--- src/rtl/mult_div.sv ---
// Iterative radix-2 multiply/divide unit for MULT, MULTU, DIV and DIVU.
// One shift-add (multiply) or restoring subtract-shift (divide) step per clock.
module mult_div #(
    parameter int DATA_WIDTH = 32,
    parameter int CNT_WIDTH  = 5
) (
    input  logic                        clk,
    input  logic                        rst,
    input  logic                        en,
    input  logic [5:0]                  funct,
    input  logic [DATA_WIDTH-1:0]       operand_1,
    input  logic [DATA_WIDTH-1:0]       operand_2,
    input  logic                        flush,
    input  logic                        advance,
    output logic                        done,
    output logic [2*DATA_WIDTH-1:0]     result
);

    localparam int W = DATA_WIDTH;
    localparam logic [5:0] F_MULT  = 6'h18;
    localparam logic [5:0] F_MULTU = 6'h19;
    localparam logic [5:0] F_DIV   = 6'h1A;
    localparam logic [5:0] F_DIVU  = 6'h1B;

    typedef enum logic [1:0] {IDLE = 2'd0, BUSY = 2'd1, DONE = 2'd2} state_t;

    state_t               state_q, state_d;
    logic [CNT_WIDTH-1:0] counter_q, counter_d;
    logic                 done_q, done_d;
    logic [2*W-1:0]       result_q, result_d;
    logic [2*W-1:0]       acc_q, acc_d;
    logic [W-1:0]         opb_q, opb_d;
    logic [W-1:0]         op1_raw_q, op1_raw_d;
    logic                 is_div_q, is_div_d;
    logic                 neg_q, neg_d;
    logic                 neg_rem_q, neg_rem_d;
    logic                 dz_q, dz_d;

    logic                 is_mul_s, is_divop_s, signed_s, start_s;
    logic [W:0]           mul_sum_s, rem_sh_s, rem_new_s;
    logic                 ge_s;
    logic [2*W-1:0]       step_s, final_s;
    logic [W-1:0]         mag1_s, mag2_s;

    function automatic logic [W-1:0] magnitude(input logic [W-1:0] v, input logic sgn);
        logic [W-1:0] m;
        if (sgn && v[W-1]) begin
            m = ~v + W'(1);
        end else begin
            m = v;
        end
        return m;
    endfunction

    // Decode the funct field and form the start qualifier
    always_comb begin
        is_mul_s   = (funct == F_MULT) || (funct == F_MULTU);
        is_divop_s = (funct == F_DIV)  || (funct == F_DIVU);
        signed_s   = (funct == F_MULT) || (funct == F_DIV);
        start_s    = (state_q == IDLE) && en && (is_mul_s || is_divop_s) && !flush;
        mag1_s     = magnitude(operand_1, signed_s);
        mag2_s     = magnitude(operand_2, signed_s);
    end

    // One radix-2 iteration plus the sign-corrected final result
    always_comb begin
        mul_sum_s = {1'b0, acc_q[2*W-1:W]} + (acc_q[0] ? {1'b0, opb_q} : {(W+1){1'b0}});
        // Remainder needs W+1 bits after the shift since it can reach 2*divisor-1
        rem_sh_s  = {acc_q[2*W-1:W], acc_q[W-1]};
        ge_s      = rem_sh_s >= {1'b0, opb_q};
        if (ge_s) begin
            rem_new_s = rem_sh_s - {1'b0, opb_q};
        end else begin
            rem_new_s = rem_sh_s;
        end
        if (is_div_q) begin
            step_s = {rem_new_s[W-1:0], acc_q[W-2:0], ge_s};
        end else begin
            step_s = {mul_sum_s, acc_q[W-1:1]};
        end
        if (is_div_q && dz_q) begin
            final_s = {op1_raw_q, {W{1'b1}}};
        end else if (is_div_q) begin
            final_s[2*W-1:W] = neg_rem_q ? (~step_s[2*W-1:W] + W'(1)) : step_s[2*W-1:W];
            final_s[W-1:0]   = neg_q ? (~step_s[W-1:0] + W'(1)) : step_s[W-1:0];
        end else begin
            final_s = neg_q ? (~step_s + (2*W)'(1)) : step_s;
        end
    end

    // Next-state and register updates for the IDLE/BUSY/DONE sequence
    always_comb begin
        state_d   = state_q;
        counter_d = counter_q;
        done_d    = done_q;
        result_d  = result_q;
        acc_d     = acc_q;
        opb_d     = opb_q;
        op1_raw_d = op1_raw_q;
        is_div_d  = is_div_q;
        neg_d     = neg_q;
        neg_rem_d = neg_rem_q;
        dz_d      = dz_q;
        case (state_q)
            IDLE: begin
                done_d = 1'b0;
                if (start_s) begin
                    state_d   = BUSY;
                    counter_d = CNT_WIDTH'(0);
                    is_div_d  = is_divop_s;
                    op1_raw_d = operand_1;
                    neg_d     = signed_s && (operand_1[W-1] ^ operand_2[W-1]);
                    neg_rem_d = signed_s && is_divop_s && operand_1[W-1];
                    dz_d      = is_divop_s && (operand_2 == W'(0));
                    if (is_divop_s) begin
                        acc_d = {{W{1'b0}}, mag1_s};
                        opb_d = mag2_s;
                    end else begin
                        acc_d = {{W{1'b0}}, mag2_s};
                        opb_d = mag1_s;
                    end
                end else begin
                    state_d = IDLE;
                end
            end
            BUSY: begin
                if (flush) begin
                    state_d = IDLE;
                    done_d  = 1'b0;
                end else begin
                    acc_d     = step_s;
                    counter_d = counter_q + CNT_WIDTH'(1);
                    if (counter_q == CNT_WIDTH'(W - 1)) begin
                        result_d = final_s;
                        done_d   = 1'b1;
                        state_d  = DONE;
                    end else begin
                        state_d = BUSY;
                    end
                end
            end
            DONE: begin
                if (advance || flush) begin
                    state_d = IDLE;
                    done_d  = 1'b0;
                end else begin
                    done_d = 1'b1;
                end
            end
            default: begin
                state_d = IDLE;
                done_d  = 1'b0;
            end
        endcase
    end

    // Control and output registers
    always_ff @(posedge clk or negedge rst) begin
        if (!rst) begin
            state_q   <= IDLE;
            counter_q <= CNT_WIDTH'(0);
            done_q    <= 1'b0;
            result_q  <= {(2*W){1'b0}};
        end else begin
            state_q   <= state_d;
            counter_q <= counter_d;
            done_q    <= done_d;
            result_q  <= result_d;
        end
    end

    // Datapath registers: accumulator, second operand and sign-fix flags
    always_ff @(posedge clk or negedge rst) begin
        if (!rst) begin
            acc_q     <= {(2*W){1'b0}};
            opb_q     <= {W{1'b0}};
            op1_raw_q <= {W{1'b0}};
            is_div_q  <= 1'b0;
            neg_q     <= 1'b0;
            neg_rem_q <= 1'b0;
            dz_q      <= 1'b0;
        end else begin
            acc_q     <= acc_d;
            opb_q     <= opb_d;
            op1_raw_q <= op1_raw_d;
            is_div_q  <= is_div_d;
            neg_q     <= neg_d;
            neg_rem_q <= neg_rem_d;
            dz_q      <= dz_d;
        end
    end

    assign done   = done_q;
    assign result = result_q;

endmodule

--- config.mk ---
export PLATFORM = sky130hd
export DESIGN_NAME = mult_div
export DESIGN_NICKNAME = d
export VERILOG_FILES = /design/src/rtl/mult_div.sv
export SDC_FILE = /design/constraint.sdc
export NUM_CORES = 1
export LEC_CHECK = 0
export CAP_MARGIN = 5
export CORE_MARGIN = 1
export CORE_UTILIZATION = 46
export DETAILED_ROUTE_END_ITERATION = 10
export GPL_TIMING_DRIVEN = 0
export PLACE_DENSITY = 0.68
export SYNTH_ARGS = -nofsm -noshare
export SYNTH_HDL_FRONTEND = slang
export SYNTH_SLANG_ARGS = --single-unit
--- constraint.sdc ---
create_clock -name clk -period 4.4 [get_ports clk]
set_input_delay 0.66 -clock clk [delete_from_list [all_inputs] [get_ports clk]]
set_output_delay 0.66 -clock clk [all_outputs]
set_load 0.02 [all_outputs]
==> results.md <==
- Initial Util: between 40% and 50%
- Ys Warns: 0
- WL/cell: 26.2 µm
- CTS Buf Count: 25
- CTS root buf: clkbuf_16
- Pin count of the biggest net entering global routing: 76
- Critical Path Start Type: flip-flop
- Leak: 9.21 nW
- Post-synth net total: 2,327
- CTS tree: done
- Number of I/O pins: 140
- Half-perimeter wire length after placement: 59,100 µm
- Peak supply drop: 0.000285 V
- Post-Syn Instances: 2,177
- CP max stage cell: dfrtp_2
- Clock Latency Late Sink: 0.57 ns
- Max Fanout on Critical Path: 9
- Yosys top cell area share: 29.4%
- Max Transition Viols Final: 0
- Setup Crit Path Kind: reg -> reg
- Async SR Flop Fraction: 100%
- Final Hold Vio Count: 0
- Layout cell share with drive strength beyond 1: 18.3%
- Pre-Repair DR Iteration Count: 9
- Power per cell area: between 300 and 400 mW/mm²
- Clock skew: 0.0280 ns
- Routability cong.: ~1
- Fmax: 227 MHz
- FF-to-FF End: result[45]
- FF-to-FF path depth: 19
- Post-Route WL: 77,600 µm
- Cell Area, Synth: 0.0173 mm²
- Hold WC Path Type: in -> async
- Worst r2r src: opb_q[5]
- # clock sinks: 204
- Initial antenna violation count: 2
- Remaining DRCs: 0
- Period minus WS final: 4.40 ns
- Reg power frac: about 30%
- Unrepaired setup endpoints after global routing: yes
- Comb pwr share: 42.9%
- Total of max-cap violations: 0
- Vias per cell: 6.41
- Cell mode on critical path: buf_6
- Fin worst setup slack: -0.000371 ns
- Worst Setup EP: result[45]
- Die W: 196 µm
- Library cells used by synthesis: between 100 and 150
- Max clock buf depth: 3
- Port Buf Inserts: 137
- Vias in the first global route: 18,100
- Global router's overall resource usage: around two fifths
- Post-synth EDFFs: 0
- Worst Setup SP: opb_q[5]
- Die height: 196 µm
- Final Setup Violations: 1
- Post-synthesis register bit count: 204
- Worst-path cell chain: inv_1, ha_1, buf_6, nand4_1, nor3_4, a31oi_4, o211ai_4, nor2_8, buf_12, a311o_1, nand3b_1, buf_6, nor4_4, buf_4, a21oi_2, or3_4, nand3_4, o21ai_2, o21ai_1
- Post-route cell area: 0.0222 mm²
- Rel. slew slack: 17.3%
- Sequential area share after synthesis: slightly below 30%
- Area grow syn2layout: 28.1%
- Clk slew on worst S/H paths: 0.06 ns
- Critical path buffer and inverter count: 5
- Worst path arrival time: 4.87 ns
- Rows: 70
- Slowest Stage Delay on Critical Path: 0.42 ns
- Violated checks: setup timing
- Core area: approximately 0.037 mm²
- DR iter-0 viols: 2,051
- Antenna-violating nets left: 0
- Slew at the pin closest to its max-slew limit: around 1.2 ns
- Hold WS: between 0.015 and 0.02 ns
- Psw: 0.00322 W
- Via count: 19,000
- First-pass GRT wire length: 114,000 µm
- Primary FF master, synth: dfrtp_1
- Commonest cells in the netlist: nand2_1 (256), nor2_1 (218), a21oi_1 (209), dfrtp_1 (204), o21ai_0 (194)
- Dominant cells by area after synthesis: dfrtp_1 (29%), a21oi_1 (6.0%), o21ai_0 (5.6%)
- DP Area: 0.0194 mm²
- Fin nets: 2,588
- Synth area leader: dfrtp_1
- Clk network pwr share: a little over a quarter
- Die area: 0.0385 mm²
- Worst endpoint required time: between 4 and 5 ns
- Fin crit share: 100%
- Sw Ratio: roughly two fifths
- Outcome: finished, violations left
- H-tree depth: 1
- Flop-to-flop setup slack: -0.0004 ns
- WP depth: 19
- Synth Area per Inst: 7.96 µm²
- Most common cell in the netlist: nand2_1
- GRT overflow: 0
- CP endpoint kind: flip-flop
- Power Internal: 0.00474 W
- Crit-path leading delay family: simple AND/OR/NAND/NOR gates
## worst min-delay path by stage
stage | cells after the start | slack (ns) | start | endpoint
floorplan | 0 | 0.36 | rst | acc_q[0]
global placement | 2 | 0.47 | counter_q[4] | counter_q[4]
detailed placement | 2 | 0.47 | result[34] | result[34]
CTS | 1 | 0.03 | rst | result[6]
global route | 1 | 0.06 | rst | acc_q[5]
finish | 1 | 0.02 | rst | result[4]
## what timing repair did
item                       in CTS  in global routing
buffers inserted               58                 42
hold buffers                    0                  0
pin swaps                      46                 63
setup endpoints to repair      75                 39
cloned                          1                  1
gates resized for setup       144                146
## through the flow
stage / setup slack (ns) / TNS, ns / util (%) / total power (W) / instances
2_1_floorplan: 0.128 / 0 / - / 0.00403 / 2177
3_3_place_gp: -6.25 / -1315.17 / 52.5 / 0.00500 / 2818
3_5_place_dp: -1.44 / -49.05 / 52.6 / 0.00503 / 2820
4_1_cts: 0.00166 / 0 / 57.6 / 0.00751 / 2917
5_1_grt: -0.0709 / -0.238 / 60.2 / 0.00822 / 2958
6_report: -0.000371 / -0.000371 / 60.2 / 0.00795 / 2960
## cells in the final DEF, fill, tap and decap left out, types with 48 or more instances in the layout
cell type,netlist,layout
mux2i_1,52,48
nand2_1,256,250
nor2_1,218,213
clkbuf_1,87,73
o21ai_0,194,182
buf_4,1,96
a21oi_1,209,188
inv_1,69,64
xor2_1,66,63
clkdlybuf4s50_1,0,136
xnor2_1,86,81
dfrtp_1,204,174
## power groups by stage
stage               Sequential [W]  Clock (W)  Combinational, W
floorplan                  0.00226          0           0.00177
global placement           0.00237          0           0.00262
detailed placement         0.00238          0           0.00265
CTS                        0.00234    0.00216           0.00301
global route               0.00239    0.00224           0.00360
finish                     0.00237    0.00217           0.00341
## registers in the layout, indices dropped and copies added (netlist names)
name / flops
op1_raw_q: 32
acc_q: 64
result: 64
opb_q: 32
counter_q: 5
neg_q: 1
is_div_q: 1
neg_rem_q: 1
done: 1
dz_q: 1
state_q: 2
## cell families after synthesis
group                    after synthesis  share of synthesized area, %
buffers and inverters                197                          4.71
AND/OR/NAND/NOR                      770                          21.5
XOR/XNOR                             152                          7.68
adder cells (fa/ha/maj)               75                          5.50
flip-flops                           204                          29.4
multiplexers                          91                          5.56
AO/OA/AOI/OAI                        688                          25.6
## layout make-up
type | instances | area (µm²)
Timing Repair Buffer | 241 | 2260
Sequential cell | 204 | 5140
Buffer | 120 | 608
Clock buffer | 32 | 692
Inverter | 70 | 268
Fill cell | 3277 | 14700
Multi-Input combinational cell | 1776 | 12500
Tap cell | 504 | 631
Clock inverter | 11 | 141
Antenna cell | 2 | 5.00
## routing by layer
metal	vias up	global-route usage, %	share of wire (%)
li1	8385	-	-
met1	9223	50.6	39
met2	1111	63.0	45
met3	262	7.98	9.6
met4	2	23.0	6.5
met5	-	0	0.015
## worst register-to-register path, delay by kind of cell, from the launching register on
family | cells | cell delay (ns)
flops | 1 | 0.42
buf+inv | 5 | 0.76
compound gates | 6 | 1.20
simple gates | 7 | 1.67
fa+ha+maj | 1 | 0.29
(Power assumes the default switching activity.)
